**src/rtl/compare_probe_search_pkg.sv**
```systemverilog
// Shared definitions for the magnitude-compare interface: one-hot relation codes and the
// initiator FSM state encoding. Comparator responders use the same codes.
package compare_probe_search_pkg;

  localparam logic [2:0] CMP_GT = 3'b100;  // target > probe
  localparam logic [2:0] CMP_EQ = 3'b010;
  localparam logic [2:0] CMP_LT = 3'b001;  // target < probe

  typedef enum logic [1:0] {
    StIdle,
    StProbe,
    StDone
  } state_e;

endpackage

```
**src/rtl/cmp_rsp_check.sv**
```systemverilog
// Combinational decode of a responder relation code, plus detection of answers that are
// inconsistent with the current search range.
module cmp_rsp_check
  import compare_probe_search_pkg::*;
#(
  parameter int unsigned W = 4
) (
  input  logic [2:0] rsp,
  input  logic [W:0] probe,
  input  logic [W:0] lo,
  input  logic [W:0] hi,
  output logic       is_gt,
  output logic       is_eq,
  output logic       is_lt,
  output logic       bad,
  output logic       gt_at_hi,
  output logic       lt_at_lo
);

  assign is_gt = (rsp == CMP_GT);
  assign is_eq = (rsp == CMP_EQ);
  assign is_lt = (rsp == CMP_LT);
  // Anything but exactly one of the three codes (000 or multi-hot).
  assign bad   = !(is_gt || is_eq || is_lt);

  // Target cannot lie above hi or below lo; such answers would collapse the range.
  assign gt_at_hi = is_gt && (probe == hi);
  assign lt_at_lo = is_lt && (probe == lo);

endmodule

```
**src/rtl/compare_probe_search.sv**
```systemverilog
// Binary-search initiator: probes a comparator responder until it answers EQ, reporting the
// found value, the number of probes and any protocol error or response timeout.
module compare_probe_search
  import compare_probe_search_pkg::*;
#(
  parameter int unsigned W       = 4,
  parameter int unsigned TIMEOUT = 16
) (
  input  logic                     clk,
  input  logic                     rst_n,
  input  logic                     start,
  input  logic                     abort,
  output logic [W-1:0]             probe,
  output logic                     probe_valid,
  input  logic                     rsp_valid,
  input  logic [2:0]               rsp,
  output logic                     busy,
  output logic                     done,
  output logic                     found,
  output logic                     error,
  output logic [W-1:0]             result,
  output logic [$clog2(W+2)-1:0]   probe_cnt
);

  localparam int unsigned CW = $clog2(W + 2);
  localparam int unsigned TW = $clog2(TIMEOUT + 1);
  localparam logic [TW-1:0] TmoLast = TW'(TIMEOUT - 1);
  localparam logic [W:0] HiInit = {1'b0, {W{1'b1}}};

  state_e        state_q, state_d;
  logic [W:0]    lo_q, lo_d, hi_q, hi_d;
  logic [TW-1:0] tmo_q, tmo_d;
  logic [CW-1:0] cnt_q, cnt_d;
  logic          found_q, found_d, error_q, error_d;
  logic [W-1:0]  result_q, result_d;

  logic [W:0] mid;
  logic       is_gt, is_eq, is_lt, bad, gt_at_hi, lt_at_lo;

  // lo/hi carry an extra bit so mid+1 and mid-1 never wrap at the range ends.
  assign mid = lo_q + ((hi_q - lo_q) >> 1);

  cmp_rsp_check #(
    .W(W)
  ) u_rsp_check (
    .rsp      (rsp),
    .probe    (mid),
    .lo       (lo_q),
    .hi       (hi_q),
    .is_gt    (is_gt),
    .is_eq    (is_eq),
    .is_lt    (is_lt),
    .bad      (bad),
    .gt_at_hi (gt_at_hi),
    .lt_at_lo (lt_at_lo)
  );

  always_ff @(posedge clk) begin
    if (!rst_n) begin
      state_q  <= StIdle;
      lo_q     <= '0;
      hi_q     <= '0;
      tmo_q    <= '0;
      cnt_q    <= '0;
      found_q  <= 1'b0;
      error_q  <= 1'b0;
      result_q <= '0;
    end else begin
      state_q  <= state_d;
      lo_q     <= lo_d;
      hi_q     <= hi_d;
      tmo_q    <= tmo_d;
      cnt_q    <= cnt_d;
      found_q  <= found_d;
      error_q  <= error_d;
      result_q <= result_d;
    end
  end

  always_comb begin
    state_d  = state_q;
    lo_d     = lo_q;
    hi_d     = hi_q;
    tmo_d    = tmo_q;
    cnt_d    = cnt_q;
    found_d  = found_q;
    error_d  = error_q;
    result_d = result_q;
    unique case (state_q)
      StIdle, StDone: begin
        state_d = StIdle;
        if (start) begin
          state_d  = StProbe;
          lo_d     = '0;
          hi_d     = HiInit;
          tmo_d    = '0;
          cnt_d    = '0;
          found_d  = 1'b0;
          error_d  = 1'b0;
          result_d = '0;
        end
      end
      StProbe: begin
        if (abort) begin
          // Abort wins over a coincident response; the answer is dropped.
          state_d = StIdle;
        end else if (rsp_valid) begin
          cnt_d = cnt_q + CW'(1);
          tmo_d = '0;
          if (bad || gt_at_hi || lt_at_lo) begin
            error_d = 1'b1;
            found_d = 1'b0;
            state_d = StDone;
          end else if (is_eq) begin
            result_d = mid[W-1:0];
            found_d  = 1'b1;
            state_d  = StDone;
          end else if (is_gt) begin
            lo_d = mid + (W + 1)'(1);
          end else if (is_lt) begin
            hi_d = mid - (W + 1)'(1);
          end
        end else if (tmo_q == TmoLast) begin
          error_d = 1'b1;
          found_d = 1'b0;
          state_d = StDone;
        end else begin
          tmo_d = tmo_q + TW'(1);
        end
      end
      default: state_d = StIdle;
    endcase
  end

  assign busy        = (state_q == StProbe);
  assign probe_valid = busy;
  assign probe       = busy ? mid[W-1:0] : '0;
  assign done        = (state_q == StDone);
  assign found       = found_q;
  assign error       = error_q;
  assign result      = result_q;
  assign probe_cnt   = cnt_q;

endmodule

```
**config.mk**
```make
export PLATFORM = sky130hd
export DESIGN_NAME = compare_probe_search
export DESIGN_NICKNAME = d
export VERILOG_FILES = /design/src/rtl/compare_probe_search_pkg.sv /design/src/rtl/cmp_rsp_check.sv /design/src/rtl/compare_probe_search.sv
export SDC_FILE = /design/constraint.sdc
export NUM_CORES = 1
export LEC_CHECK = 0
export CORE_MARGIN = 1.5
export CORE_UTILIZATION = 45
export CTS_BUF_LIST = sky130_fd_sc_hd__clkbuf_2 sky130_fd_sc_hd__clkbuf_4 sky130_fd_sc_hd__clkbuf_8
export DETAILED_ROUTE_END_ITERATION = 7
export GPL_TIMING_DRIVEN = 0
export MAX_ROUTING_LAYER = met4
export PLACE_DENSITY = 0.73
export SLEW_MARGIN = 30
export SYNTH_ARGS = -nofsm -noshare
export SYNTH_HDL_FRONTEND = slang
export SYNTH_SLANG_ARGS = --single-unit
```
**constraint.sdc**
```tcl
create_clock -name clk -period 7.9 [get_ports clk]
set_input_delay 0.79 -clock clk [delete_from_list [all_inputs] [get_ports clk]]
set_output_delay 0.79 -clock clk [all_outputs]
set_load 0.05 [all_outputs]
```
==> results of run 1 <==
worst max-delay path, cell delays in order, from the launching register on:
cell	delay [ns]
dfxtp_1	0.52
inv_1	0.14
ha_1	0.31
a21o_1	0.15
a21oi_1	0.18
xnor2_1	0.15
ha_1	0.26
buf_6	0.15
a21o_1	0.20
o21ai_2	0.25
nand2_1	0.17
nor2_1	0.18
clkdlybuf4s50_1	0.83
worst min-delay path by stage:
stage,startpoint,end,cells after the start
finish,tmo_q[4]$_SDFFE_PN0P_,tmo_q[4]$_SDFFE_PN0P_,2
global route,error$_SDFFE_PN0P_,error$_SDFFE_PN0P_,2
CTS,tmo_q[4]$_SDFFE_PN0P_,tmo_q[4]$_SDFFE_PN0P_,2
detailed placement,tmo_q[4]$_SDFFE_PN0P_,tmo_q[4]$_SDFFE_PN0P_,2
global placement,tmo_q[4]$_SDFFE_PN0P_,tmo_q[4]$_SDFFE_PN0P_,2
floorplan,tmo_q[4]$_SDFFE_PN0P_,tmo_q[4]$_SDFFE_PN0P_,2
where the power goes:
group / total (mW) / switching, mW / internal [mW]
clock: 0.111 / 0.0430 / 0.0678
sequential: 0.140 / 0.00480 / 0.135
combinational: 0.144 / 0.0838 / 0.0603
state kept, by name (all words and copies together), names as in the netlist:
name and count:
found 1, hi_q 5, state_q 2, tmo_q 5
probe_cnt 3, lo_q 5, result 4, error 1
layout make-up:
cell class              instances  area (um^2)  share of cell area, %
repair buffers                 23          230                   10.1
inverters                      12         45.0                   1.98
clock inverters                 1         30.0                   1.32
multi-input cells             178         1300                   57.1
plain buffers                   7         48.8                   2.14
well taps                      50         62.6                   2.75
flip-flops and latches         26          520                   22.8
clock buffers                   3         41.3                   1.81
kinds of logic (layout without fill, tap and decap cells):
family,after synthesis,in the layout,synth area share (%)
and+or+nand+nor,86,86,22.8
adders and majority gates,14,14,9.93
xor gates and xnor gates,21,21,11.3
AOI/OAI and AO/OA,51,51,20.7
DFF,26,26,27.2
muxes,6,6,3.20
buffers and inverters,19,46,4.90
metal layers:
layer | up-vias | part of all wire [%] | routed length, um | GRT usage [%]
li1 | 861 | - | - | -
met1 | 816 | 48 | 2190 | 30.4
met2 | 34 | 47 | 2140 | 36.9
met3 | 4 | 3.6 | 163 | 2.96
met4 | 0 | 0.68 | 31 | 4.00
met5 | - | 0 | 0 | -
per-stage QoR:
stage | setup WS, ns | power (mW) | cell area [um^2]
floorplan | 4.28 | 0.251 | 1910
global placement | 3.68 | 0.283 | 2210
detailed placement | 3.66 | 0.284 | 2210
CTS | 3.32 | 0.396 | 2280
global route | 3.11 | 0.418 | 2280
finish | 3.34 | 0.395 | 2280
synthesized netlist by cell type (all sizes together) (3+ instances only):
| cell | instances | area, um^2 |
|---|---|---|
| a21o | 5 | 37.5 |
| a21oi | 14 | 70.1 |
| a32o | 3 | 30.0 |
| and3 | 4 | 36.3 |
| buf | 4 | 37.5 |
| clkbuf | 3 | 11.3 |
| dfxtp | 26 | 521 |
| ha | 12 | 150 |
| inv | 11 | 41.3 |
| mux2i | 5 | 50.1 |
| nand2 | 21 | 78.8 |
| nand2b | 7 | 43.8 |
| nand3 | 9 | 45.0 |
| nor2 | 20 | 75.1 |
| nor2b | 3 | 18.8 |
| nor3 | 10 | 50.1 |
| nor3b | 3 | 22.5 |
| o21ai | 4 | 23.8 |
| xnor2 | 12 | 124 |
| xor2 | 8 | 70.1 |
==> results.cfg, run 1 <==
[sta]
rsz0062_at_grt = false
period_share_pct = 57.7
whs_ns = 0.467
setup_viol = 0
final.min_clock_period_ns = 4.56
slew_headroom_pct = 64.6
fmax_ghz = 0.219
skew_ns = 0.00882
hold_viol = 0
fin_tns_setup_ns = 0
drv_slew = 0
tightestPinTransition_ns = 0.529

[logic_synthesis]
ys_types = 57
netlist_area_um2 = 1910
synth.avg_cell_area_um2 = 8.58
async_flop_share_pct = 0
syn_inst = 223
synth_nets = 245
synth_edf_count = 0
synth_seq_area_share_pct = 27.2
synth_warnings = 0
synth_flop_cell = dfxtp_1
ys_seq_elements = 26

[setup_path]
end_kind = output port
worstSetupPathType = flip-flop to output port
startpoint_type = flip-flop
rr_worst_depth = 11
rrSetupSlack_ns = 4.13
critical_path_arrival_ns = 3.77
critPathRequiredTime_ns = 7.11
path_max_fanout = 8
timing.rr.end = lo_q[1]$_SDFFE_PN0P_
r2r_start = lo_q[1]$_SDFFE_PN0P_
crit_path_end = probe[3]
startpoint = lo_q[1]$_SDFFE_PN0P_

[layout]
fin_util_pct = 56.2
diodes = 0
final_cell_mix = dfxtp_1 (26), clkdlybuf4s50_1 (23), nand2_1 (21)
drive_gt1_share_pct = 8.40
fillCellCount = 384
mostFrequentLayoutCell = dfxtp_1
final_nets = 273
area_growth_pct = 19.0
instances_no_fill = 300

[clock_network]
cts_buffer_depth = 2
ctsHoldBuffers = 0
numCtsBuffers = 3
clk_pin_slew_ns = 0.10
clk_latency_ns = 0.27
htreeDepth = 1
postCtsSetupRepairBufs = 0
clock-root-buffer = clkbuf_8
cts_resized = 0
clkSinkCount = 26
cts_tree = done

[pwr]
ir_drop_mv = 0.115
pwr_density_cell_nw_per_um2 = 173
leakagePower_nw = 0.877

[global_route]
overflow = 0
grt_usage_pct = 22.7
grt_max_degree = 16
antenna_found_initial = 0
grt_pass1_wl_mm = 7.74
grt_pass1_vias = 1657

[detailed_routing]
wl_per_cell_um = 15.1
ant_nets = 0
drt_wl_total_mm = 4.53
first_iter_violations = 90
avgViaCountPerCell = 5.72
first_pass_iters = 4
route.detailed.drc = 0
vias = 1715

[placement]
place.gp.congestion = 0.846
dp.cells = 296
dp_hpwl_mm = 3.47
io_buffers = 23

[run_status]
status = finished, final reports clean

[floorplanning]
dieArea_um2 = 4650
die_h_um = 68.2
start_util_pct = 47.2
core_area_um2 = 4060
rows = 23
ios = 24
die_w_um = 68.2

[hold_path]
hold_path_class = flip-flop to flip-flop

[flow_run]
max-cap-violations = 0
Note: power is estimated with default switching activity, not from simulation.
==> inputs of run 2 (changes only) <==
--- a/config.mk
+++ b/config.mk
@@ -11,7 +11,7 @@
 export DETAILED_ROUTE_END_ITERATION = 7
 export GPL_TIMING_DRIVEN = 0
 export MAX_ROUTING_LAYER = met4
-export PLACE_DENSITY = 0.73
+export PLACE_DENSITY = 0.75
 export SLEW_MARGIN = 30
 export SYNTH_ARGS = -nofsm -noshare
 export SYNTH_HDL_FRONTEND = slang
==> constraint.sdc (replaced) <==
create_clock -name clk -period 3.7 [get_ports clk]
set_input_delay 0.37 -clock clk [delete_from_list [all_inputs] [get_ports clk]]
set_output_delay 0.37 -clock clk [all_outputs]
set_load 0.05 [all_outputs]
==> run 2 against run 1 <==
Against the previous run:
- sequential share of layout area is 0.058 points lower
- final cell count stayed put
- routed wire length is 2.7% lower
- via count is 0.76% lower
- critical endpoint is now lo_q[1]$_SDFFE_PN0P_
- core utilization is 0.28 points higher
- clock skew is 0.0036 ns higher
- clock power is 120% higher
- global-route usage is 1.6 points lower
- sequential cell count stayed put
==> results.cfg, run 2 (synthesis results as in run 1) <==
[layout]
diodes = 0
drive_gt1_share_pct = 10.8
top_regs = hi_q (5), lo_q (5), tmo_q (5)
instances_no_fill = 300
ff_latch_area_um2 = 522
fillCellCount = 376
multi_input_area_um2 = 1320
mostFrequentLayoutCell = dfxtp_1
final_cell_mix = dfxtp_1 (25), nand2_1 (21), nor2_1 (20), clkdlybuf4s50_1 (20), a21oi_1 (14)
final_nets = 273
area_growth_pct = 19.6
stdcell_area_um2 = 2290

[detailed_routing]
ant_nets = 0
first_pass_iters = 4
vias = 1702
avgViaCountPerCell = 5.67
route.detailed.drc = 0
drt_wl_total_mm = 4.40
wl_per_cell_um = 14.7
first_iter_violations = 90

[pwr]
pwr_density_cell_nw_per_um2 = 369
leakagePower_nw = 0.890
power_mw = 0.845
ir_drop_mv = 0.198

[setup_path]
slowest_delay_ns = 0.57
critPathBufInv = 2
path_max_fanout = 7
critical_path.top_delay_family = adder cells
rrSetupSlack_ns = 0.07
critical_path_arrival_ns = 3.83
end_kind = flip-flop
critPathRequiredTime_ns = 3.91
critical_path.cell_chain = inv_1, fa_1, xor2_1, fa_2, xnor2_1, and4_1, and3_4, buf_6, o32a_4, or4_1, a31oi_1
critPathSlowestCell = fa_2
worstSetupPathType = flip-flop to flip-flop
startpoint_type = flip-flop

[sta]
fmax_ghz = 0.276
whs_ns = 0.462
skew_ns = 0.0125
setup_slack_ns = 0.0748
setup_viol = 0
final.min_clock_period_ns = 3.63
drv_slew = 0
hold_viol = 0
slew_headroom_pct = 62.5
rsz0062_at_grt = true
tightestPinTransition_ns = 0.562
period_share_pct = 98.0

[floorplanning]
dieArea_um2 = 4650
die_w_um = 68.2
ios = 24
start_util_pct = 47.2
core_area_um2 = 4060
rows = 23
die_h_um = 68.2

[global_route]
grt_pass1_vias = 1529
grt_usage_pct = 21.1
grt_pass1_wl_mm = 7.13
grt_max_degree = 16
overflow = 0
antenna_found_initial = 0

[clock_network]
htreeDepth = 1
clk_pin_slew_ns = 0.10
postCtsSetupRepairBufs = 0
clk_latency_ns = 0.28
clock-root-buffer = clkbuf_8
numCtsBuffers = 3
clkSinkCount = 26
cts_buffer_depth = 2
cts_tree = done
ctsHoldBuffers = 0

[placement]
place_area_um2 = 2210
io_buffers = 23
place_ws_ns = -0.0974
dp_hpwl_mm = 3.48
place.gp.congestion = 0.887
dp.cells = 296

[run_status]
status = finished, final reports clean

[flow_run]
max-cap-violations = 0

[hold_path]
hold_path_class = flip-flop to flip-flop
==> run 2: cell types whose count changed in the layout (fill, tap and decap cells not counted) <==
cell             previous run  this run
a211oi_1                    2         0
fa_1                        2         1
fa_2                        0         1
a211oi_2                    0         2
dfxtp_1                    26        25
o31ai_1                     2         1
clkdlybuf4s50_1            23        20
dlygate4sd2_1               0         2
buf_2                       0         1
o31ai_2                     0         1
dfxtp_2                     0         1
==> run 2: area by class of cell <==
class / count / share of cell area [%]
buffer: 7 / 2.13
clock buffer: 3 / 1.80
clock inverter: 1 / 1.31
inverter: 12 / 1.97
multi-input combinational: 178 / 57.5
sequential: 26 / 22.8
tap: 50 / 2.73
timing repair buffer: 23 / 9.73
==> run 2: per-layer routing <==
metal	GRT usage [%]	wire, um
met1	29.9	2180
met2	30.2	1950
met3	2.30	178
met4	8.75	92
met5	-	0
==> run 2: final timing paths <==
| check | from | end | cells past startpoint |
|---|---|---|---|
| worst max register to register | lo_q[1]$_SDFFE_PN0P_ | lo_q[1]$_SDFFE_PN0P_ | 11 |
| worst min register to register | tmo_q[4]$_SDFFE_PN0P_ | tmo_q[4]$_SDFFE_PN0P_ | 2 |
| worst max-delay path | lo_q[1]$_SDFFE_PN0P_ | lo_q[1]$_SDFFE_PN0P_ | 11 |
| worst min-delay path | tmo_q[4]$_SDFFE_PN0P_ | tmo_q[4]$_SDFFE_PN0P_ | 2 |
==> run 2: repair_timing <==
action	in CTS	in global routing
gates resized for setup	6	6
endpoints found under the setup margin	7	6
hold endpoints to repair	0	0
==> run 2: worst reg2reg max path, delay by kind of cell (launching register included) <==
kind	cells	cell delay, ns
DFF	1	0.43
buffers and inverters	2	0.23
xor gates and xnor gates	2	0.46
AOI/OAI and AO/OA	2	0.55
adders and majority gates	2	1.03
and+or+nand+nor	3	0.85
==> run 2: metrics by stage <==
stage | setup TNS, ns | util, %
2_1_floorplan | 0 | -
5_1_grt | -0.136 | 56.4
3_5_place_dp | -0.126 | 54.4
3_3_place_gp | -0.0379 | 54.4
4_1_cts | 0 | 56.2
6_report | 0 | 56.4
==> run 2: where the power goes <==
part	total [mW]	internal (mW)	switching (mW)	leakage (nW)
Clock	0.239	0.145	0.0941	0.0357
Combinational	0.307	0.128	0.179	0.643
Sequential	0.299	0.289	0.0102	0.211
Total	0.845	0.562	0.283	0.890
